### src/rtl/hmsg_rr_arbiter.sv
// rtl/hmsg_rr_arbiter.sv - four-to-one req/ack message merger with debounced handshakes
// Define HMSG_ARB_FIXED_PRIO_EN for fixed priority (0 highest); default is round-robin.
`ifndef NS_ADDRESS_SIZE
`define NS_ADDRESS_SIZE 2
`endif
`ifndef NS_DATA_SIZE
`define NS_DATA_SIZE 8
`endif
`ifndef NS_REDUN_SIZE
`define NS_REDUN_SIZE 2
`endif
`ifndef NS_REQ_CKS
`define NS_REQ_CKS 2
`endif

module hmsg_rr_arbiter #(
    parameter int ASZ = `NS_ADDRESS_SIZE,
    parameter int DSZ = `NS_DATA_SIZE,
    parameter int RSZ = `NS_REDUN_SIZE,
    parameter int REQ_CKS = `NS_REQ_CKS,
    localparam int MSZ = ASZ + DSZ + RSZ
) (
    input  logic           gch_clk,
    input  logic           gch_reset,
    output logic           gch_ready,
    input  logic           rcv0_req,
    input  logic [MSZ-1:0] rcv0_data,
    output logic           rcv0_ack_out,
    input  logic           rcv1_req,
    input  logic [MSZ-1:0] rcv1_data,
    output logic           rcv1_ack_out,
    input  logic           rcv2_req,
    input  logic [MSZ-1:0] rcv2_data,
    output logic           rcv2_ack_out,
    input  logic           rcv3_req,
    input  logic [MSZ-1:0] rcv3_data,
    output logic           rcv3_ack_out,
    output logic           snd0_req_out,
    output logic [MSZ-1:0] snd0_data_out,
    input  logic           snd0_ack
);

    typedef enum logic [2:0] {
        S_INIT,
        S_IDLE,
        S_WAIT_ACK,
        S_WAIT_REL,
        S_WAIT_DONE
    } state_t;

    localparam int CW = (REQ_CKS < 2) ? 1 : $clog2(REQ_CKS + 1);
    localparam logic [CW-1:0] CNT_LAST  = CW'(REQ_CKS - 1);
    localparam logic [CW-1:0] CNT_PRIME = CW'(REQ_CKS);

    // Bits 0..3 are the producer requests, bit 4 is the consumer ack.
    logic [4:0]     raw;
    logic [4:0]     filt;
    logic [CW-1:0]  cnt [5];
    logic [CW-1:0]  prime_cnt;
    logic           primed;

    logic [MSZ-1:0] rcv_data [4];

    state_t         state, state_nxt;
    logic [1:0]     ptr, ptr_nxt;
    logic [1:0]     gnt, gnt_nxt;
    logic           rg_rdy, rdy_nxt;
    logic           req_nxt;
    logic [3:0]     ack_q, ack_nxt;
    logic [MSZ-1:0] data_nxt;

    logic           found;
    logic [1:0]     sel;
    logic [1:0]     idx;

    assign raw = {snd0_ack, rcv3_req, rcv2_req, rcv1_req, rcv0_req};
    assign rcv_data[0] = rcv0_data;
    assign rcv_data[1] = rcv1_data;
    assign rcv_data[2] = rcv2_data;
    assign rcv_data[3] = rcv3_data;

    always_ff @(posedge gch_clk or posedge gch_reset) begin
        if (gch_reset) begin
            filt      <= '0;
            prime_cnt <= '0;
            for (int i = 0; i < 5; i++) cnt[i] <= '0;
        end else begin
            if (prime_cnt != CNT_PRIME) prime_cnt <= prime_cnt + CW'(1);
            for (int i = 0; i < 5; i++) begin
                if (raw[i] != filt[i]) begin
                    if (cnt[i] == CNT_LAST) begin
                        filt[i] <= raw[i];
                        cnt[i]  <= '0;
                    end else begin
                        cnt[i] <= cnt[i] + CW'(1);
                    end
                end else begin
                    cnt[i] <= '0;
                end
            end
        end
    end

    assign primed    = (prime_cnt == CNT_PRIME);
    assign gch_ready = rg_rdy & primed;

    // First filtered request at or after the pointer, wrapping modulo four.
    always_comb begin
        found = 1'b0;
        sel   = ptr;
        idx   = '0;
        for (int i = 0; i < 4; i++) begin
            idx = ptr + 2'(i);
            if (!found && filt[idx]) begin
                found = 1'b1;
                sel   = idx;
            end
        end
    end

    always_ff @(posedge gch_clk or posedge gch_reset) begin
        if (gch_reset) begin
            state         <= S_INIT;
            ptr           <= '0;
            gnt           <= '0;
            rg_rdy        <= 1'b0;
            snd0_req_out  <= 1'b0;
            ack_q         <= '0;
            snd0_data_out <= '0;
        end else begin
            state         <= state_nxt;
            ptr           <= ptr_nxt;
            gnt           <= gnt_nxt;
            rg_rdy        <= rdy_nxt;
            snd0_req_out  <= req_nxt;
            ack_q         <= ack_nxt;
            snd0_data_out <= data_nxt;
        end
    end

    always_comb begin
        state_nxt = state;
        ptr_nxt   = ptr;
        gnt_nxt   = gnt;
        rdy_nxt   = rg_rdy;
        req_nxt   = snd0_req_out;
        ack_nxt   = ack_q;
        data_nxt  = snd0_data_out;
        case (state)
            S_INIT: begin
                rdy_nxt   = 1'b1;
                state_nxt = S_IDLE;
            end
            S_IDLE: begin
                if (gch_ready && found) begin
                    gnt_nxt   = sel;
                    data_nxt  = rcv_data[sel];
                    req_nxt   = 1'b1;
                    state_nxt = S_WAIT_ACK;
                end
            end
            S_WAIT_ACK: begin
                if (filt[4]) begin
                    ack_nxt[gnt] = 1'b1;
                    state_nxt    = S_WAIT_REL;
                end
            end
            S_WAIT_REL: begin
                if (!filt[gnt]) begin
                    ack_nxt[gnt] = 1'b0;
                    req_nxt      = 1'b0;
                    state_nxt    = S_WAIT_DONE;
                end
            end
            S_WAIT_DONE: begin
                if (!filt[4]) begin
`ifdef HMSG_ARB_FIXED_PRIO_EN
                    ptr_nxt = 2'd0;
`else
                    ptr_nxt = gnt + 2'd1;
`endif
                    state_nxt = S_IDLE;
                end
            end
            default: state_nxt = S_INIT;
        endcase
    end

    assign rcv0_ack_out = ack_q[0];
    assign rcv1_ack_out = ack_q[1];
    assign rcv2_ack_out = ack_q[2];
    assign rcv3_ack_out = ack_q[3];

endmodule

### config.mk
export PLATFORM = sky130hd
export DESIGN_NAME = hmsg_rr_arbiter
export DESIGN_NICKNAME = d
export VERILOG_FILES = /design/src/rtl/hmsg_rr_arbiter.sv
export SDC_FILE = /design/constraint.sdc
export NUM_CORES = 1
export LEC_CHECK = 0
export CORE_ASPECT_RATIO = 2
export CORE_MARGIN = 2
export CORE_UTILIZATION = 47
export CTS_CLUSTER_DIAMETER = 30
export DETAILED_ROUTE_END_ITERATION = 10
export PLACE_DENSITY_LB_ADDON = 0.3
export SYNTH_ARGS = -nofsm -noshare
export SYNTH_HDL_FRONTEND = slang
export SYNTH_SLANG_ARGS = --single-unit
### constraint.sdc
create_clock -name gch_clk -period 2.35 [get_ports gch_clk]
set_clock_uncertainty 0.05 [all_clocks]
set_input_delay 0.3525 -clock gch_clk [delete_from_list [all_inputs] [get_ports gch_clk]]
set_output_delay 0.3525 -clock gch_clk [all_outputs]
set_load 0.03 [all_outputs]
==> flow_summary.json <==
{
  "grt_start_max_net_pins": 43,
  "io_buffers": 72,
  "fin_area_um2": 3340,
  "status": "finished clean",
  "hold_class": "reg2reg",
  "regArea_um2": 1050,
  "cp-startpoint": "filt[2]",
  "clock-sinks": 42,
  "slew_violations": 0,
  "die-area_um2": 5820,
  "synth.most_common_cell": "dfrtp_1",
  "syn_nets": 293,
  "antenna_found_initial": 0,
  "max_stage_delay_ps": 500,
  "final_nets": 369,
  "hold_viol": 0,
  "synth_seq_area_share_pct": 43.1,
  "finalNonFillerCells": 368,
  "cp.arrival_ps": 2420,
  "grt_pass1_wl_um": 9410,
  "min_period_ps": 2330,
  "crit_family": "compound AO/OA/AOI/OAI gates",
  "io_pins": 73,
  "cts_max_path_buffers": 2,
  "synthToLayoutAreaGrowth_pct": 37.0,
  "crit_required_ps": 2450,
  "wl_per_cell_um": 15.6,
  "initial_core_util_pct": 47.9,
  "cts_tree": "yes",
  "synth_edf_count": 0,
  "cap_violations": 0,
  "max_freq_mhz": 430,
  "routed_via_density": 5.58,
  "yosys-top-cells-area": "dfrtp_1 43%, a2111oi_4 7.9%, a211oi_1 7.7%, mux2i_1 5.3%, nand2_1 3.7%",
  "yosysUniqueCellTypes": 38,
  "vias": 2054,
  "grt_overflow_total": 0,
  "min_from": "cnt[0]",
  "grt_pass1_vias": 2110,
  "syn_area_per_cell_um2": 10.5,
  "diodes": 0,
  "power.leakage_nw": 1.36,
  "slowest_stage": "a2111oi_1",
  "min_period_over_period_pct": 99.0,
  "ir_drop_mv": 1.09,
  "n_fill_cell": 438,
  "netlist.area_leader.share_pct": 43.1,
  "slew_headroom_pct": 58.5,
  "synth_common_cells": "42 x dfrtp_1, 25 x a211oi_1, 24 x nand2_1",
  "dp_hpwl_um": 4400,
  "antenna_left": 0,
  "die_y_um": 106,
  "fp.coreArea_um2": 5090,
  "clk_latency_ps": 300,
  "multiInputGateArea_um2": 1250,
  "crit_type": "reg2reg",
  "ys_ff_latch": 42,
  "placed_area_um2": 3240,
  "wl_um": 5730,
  "ys_async_sr_fraction_pct": 100,
  "utilization_pct": 65.6,
  "synth_area_um2": 2440,
  "crit_chain": "nor3b_2 > o2bb2ai_1 > a221o_2 > buf_4 > a2111oi_1 > a211oi_1",
  "dr.pass1.iters": 4,
  "gp_congestion": 0.817,
  "root_buffer": "clkbuf_8",
  "final_layout_size_suffix_gt1_share_pct": 13.2,
  "syn-instance-count": 233,
  "cts-htree-levels": 2,
  "cp_max_fo": 8,
  "yosys.area.top_type": "dfrtp_1",
  "fp.dieW_um": 54.9,
  "cts_buffers": 5,
  "dp.cells": 360,
  "rr_startpoint": "filt[2]",
  "num_rows": 37,
  "worst_pin_slew_ps": 622,
  "crit_buf_inv": 1,
  "grtUsageTotal_pct": 22.2,
  "end_kind": "flop",
  "cellPowerDensity_nw_per_um2": 1350,
  "path_clk_slew_ps": 80,
  "crit_path_start_kind": "flop",
  "yosysWarnings": 0,
  "setup-violations-final": 0,
  "power_w": 0.00451,
  "synth-main-ff-cell": "dfrtp_1",
  "drtIter0Drc": 30,
  "drc": 0
}
[power breakdown]
part | total (W) | internal [W] | leakage [nW] | switching, W
logic | 0.00273 | 0.00118 | 0.821 | 0.00155
registers | 0.00129 | 0.00101 | 0.490 | 0.000284
clock network | 0.000488 | 0.000237 | 0.0482 | 0.000250
[path summary, 6_finish.rpt]
check	endpoint	slack [ps]	depth (start not counted)
worst max-delay path	snd0_data_out[11]	20	6
min in group asynchronous	cnt[2]	430	3
worst max register to register	snd0_data_out[11]	20	6
worst min register to register	cnt[0]	370	1
max in group asynchronous	filt[2]	1440	3
worst min-delay path	cnt[0]	370	1
[flip-flops by register name (all words and copies together), names as in the netlist, named ones only]
signal / flops
snd0_req_out: 1
gnt: 2
ptr: 2
cnt: 10
state: 3
snd0_data_out: 12
filt: 5
rg_rdy: 1
prime_cnt: 2
[metrics by stage]
stage	setup WS, ps	setup TNS [ps]	hold slack [ps]
global placement	101	0	361
CTS	26.2	0	377
finish	23.2	0	372
detailed placement	39.7	0	366
floorplan	376	0	351
global route	-66.1	-66.1	400
[cell type report]
cell class / count / area share [%]
multi-input cells: 164 / 37.6
flip-flops and latches: 42 / 31.5
well taps: 58 / 2.17
inverters: 9 / 1.01
clock buffers: 7 / 2.58
clock inverters: 1 / 0.150
repair buffers: 87 / 25.0
[cell families (layout without fill, tap and decap cells)]
| family | count (synthesis) | count (layout) | share of synthesized area, % |
|---|---|---|---|
| buffers and inverters | 27 | 104 | 5.69 |
| multiplexers | 19 | 19 | 8.57 |
| flip-flops | 42 | 42 | 43.1 |
| XOR/XNOR | 6 | 6 | 2.15 |
| AO/OA/AOI/OAI | 64 | 64 | 24.5 |
| AND/OR/NAND/NOR | 70 | 70 | 13.4 |
| adder cells (fa/ha/maj) | 5 | 5 | 2.57 |
[metal layers]
metal | up-vias | routed length [µm] | global-route usage, %
met5 | - | 0 | 0
met4 | 0 | 174 | 9.76
met3 | 15 | 170 | 3.40
met2 | 57 | 3320 | 40.1
met1 | 990 | 2070 | 23.4
li1 | 992 | - | -
[worst register-to-register path, delay by kind of cell (launching register included)]
family | cells | cell delay [ps]
buffers and inverters | 1 | 220
and+or+nand+nor | 1 | 220
AOI/OAI and AO/OA | 4 | 1220
DFF | 1 | 470
[what timing repair did]
| item | 4_1_cts | 5_1_grt |
|---|---|---|
| gates resized for setup | 1 | 4 |
| hold buffers | 0 | 0 |
| setup endpoints to repair | 1 | 13 |
| cloned | 0 | 0 |
| buffers inserted | 0 | 0 |
[layout by cell type, fill, tap and decap left out, types with 2 or more instances in the layout]
cell type	instances
nor2_1	22
mux2_2	5
mux2i_1	13
and2_1	5
o21a_1	2
nor3_1	3
a2111oi_4	7
xnor2_1	6
inv_1	9
dfrtp_1	41
o21ai_0	10
a31oi_1	5
clkbuf_8	6
ha_1	5
clkdlybuf4s50_1	71
buf_4	15
nand2_1	24
a2111oi_0	4
nor2b_1	10
a211oi_1	25
Note: power is estimated with default switching activity, not from simulation.
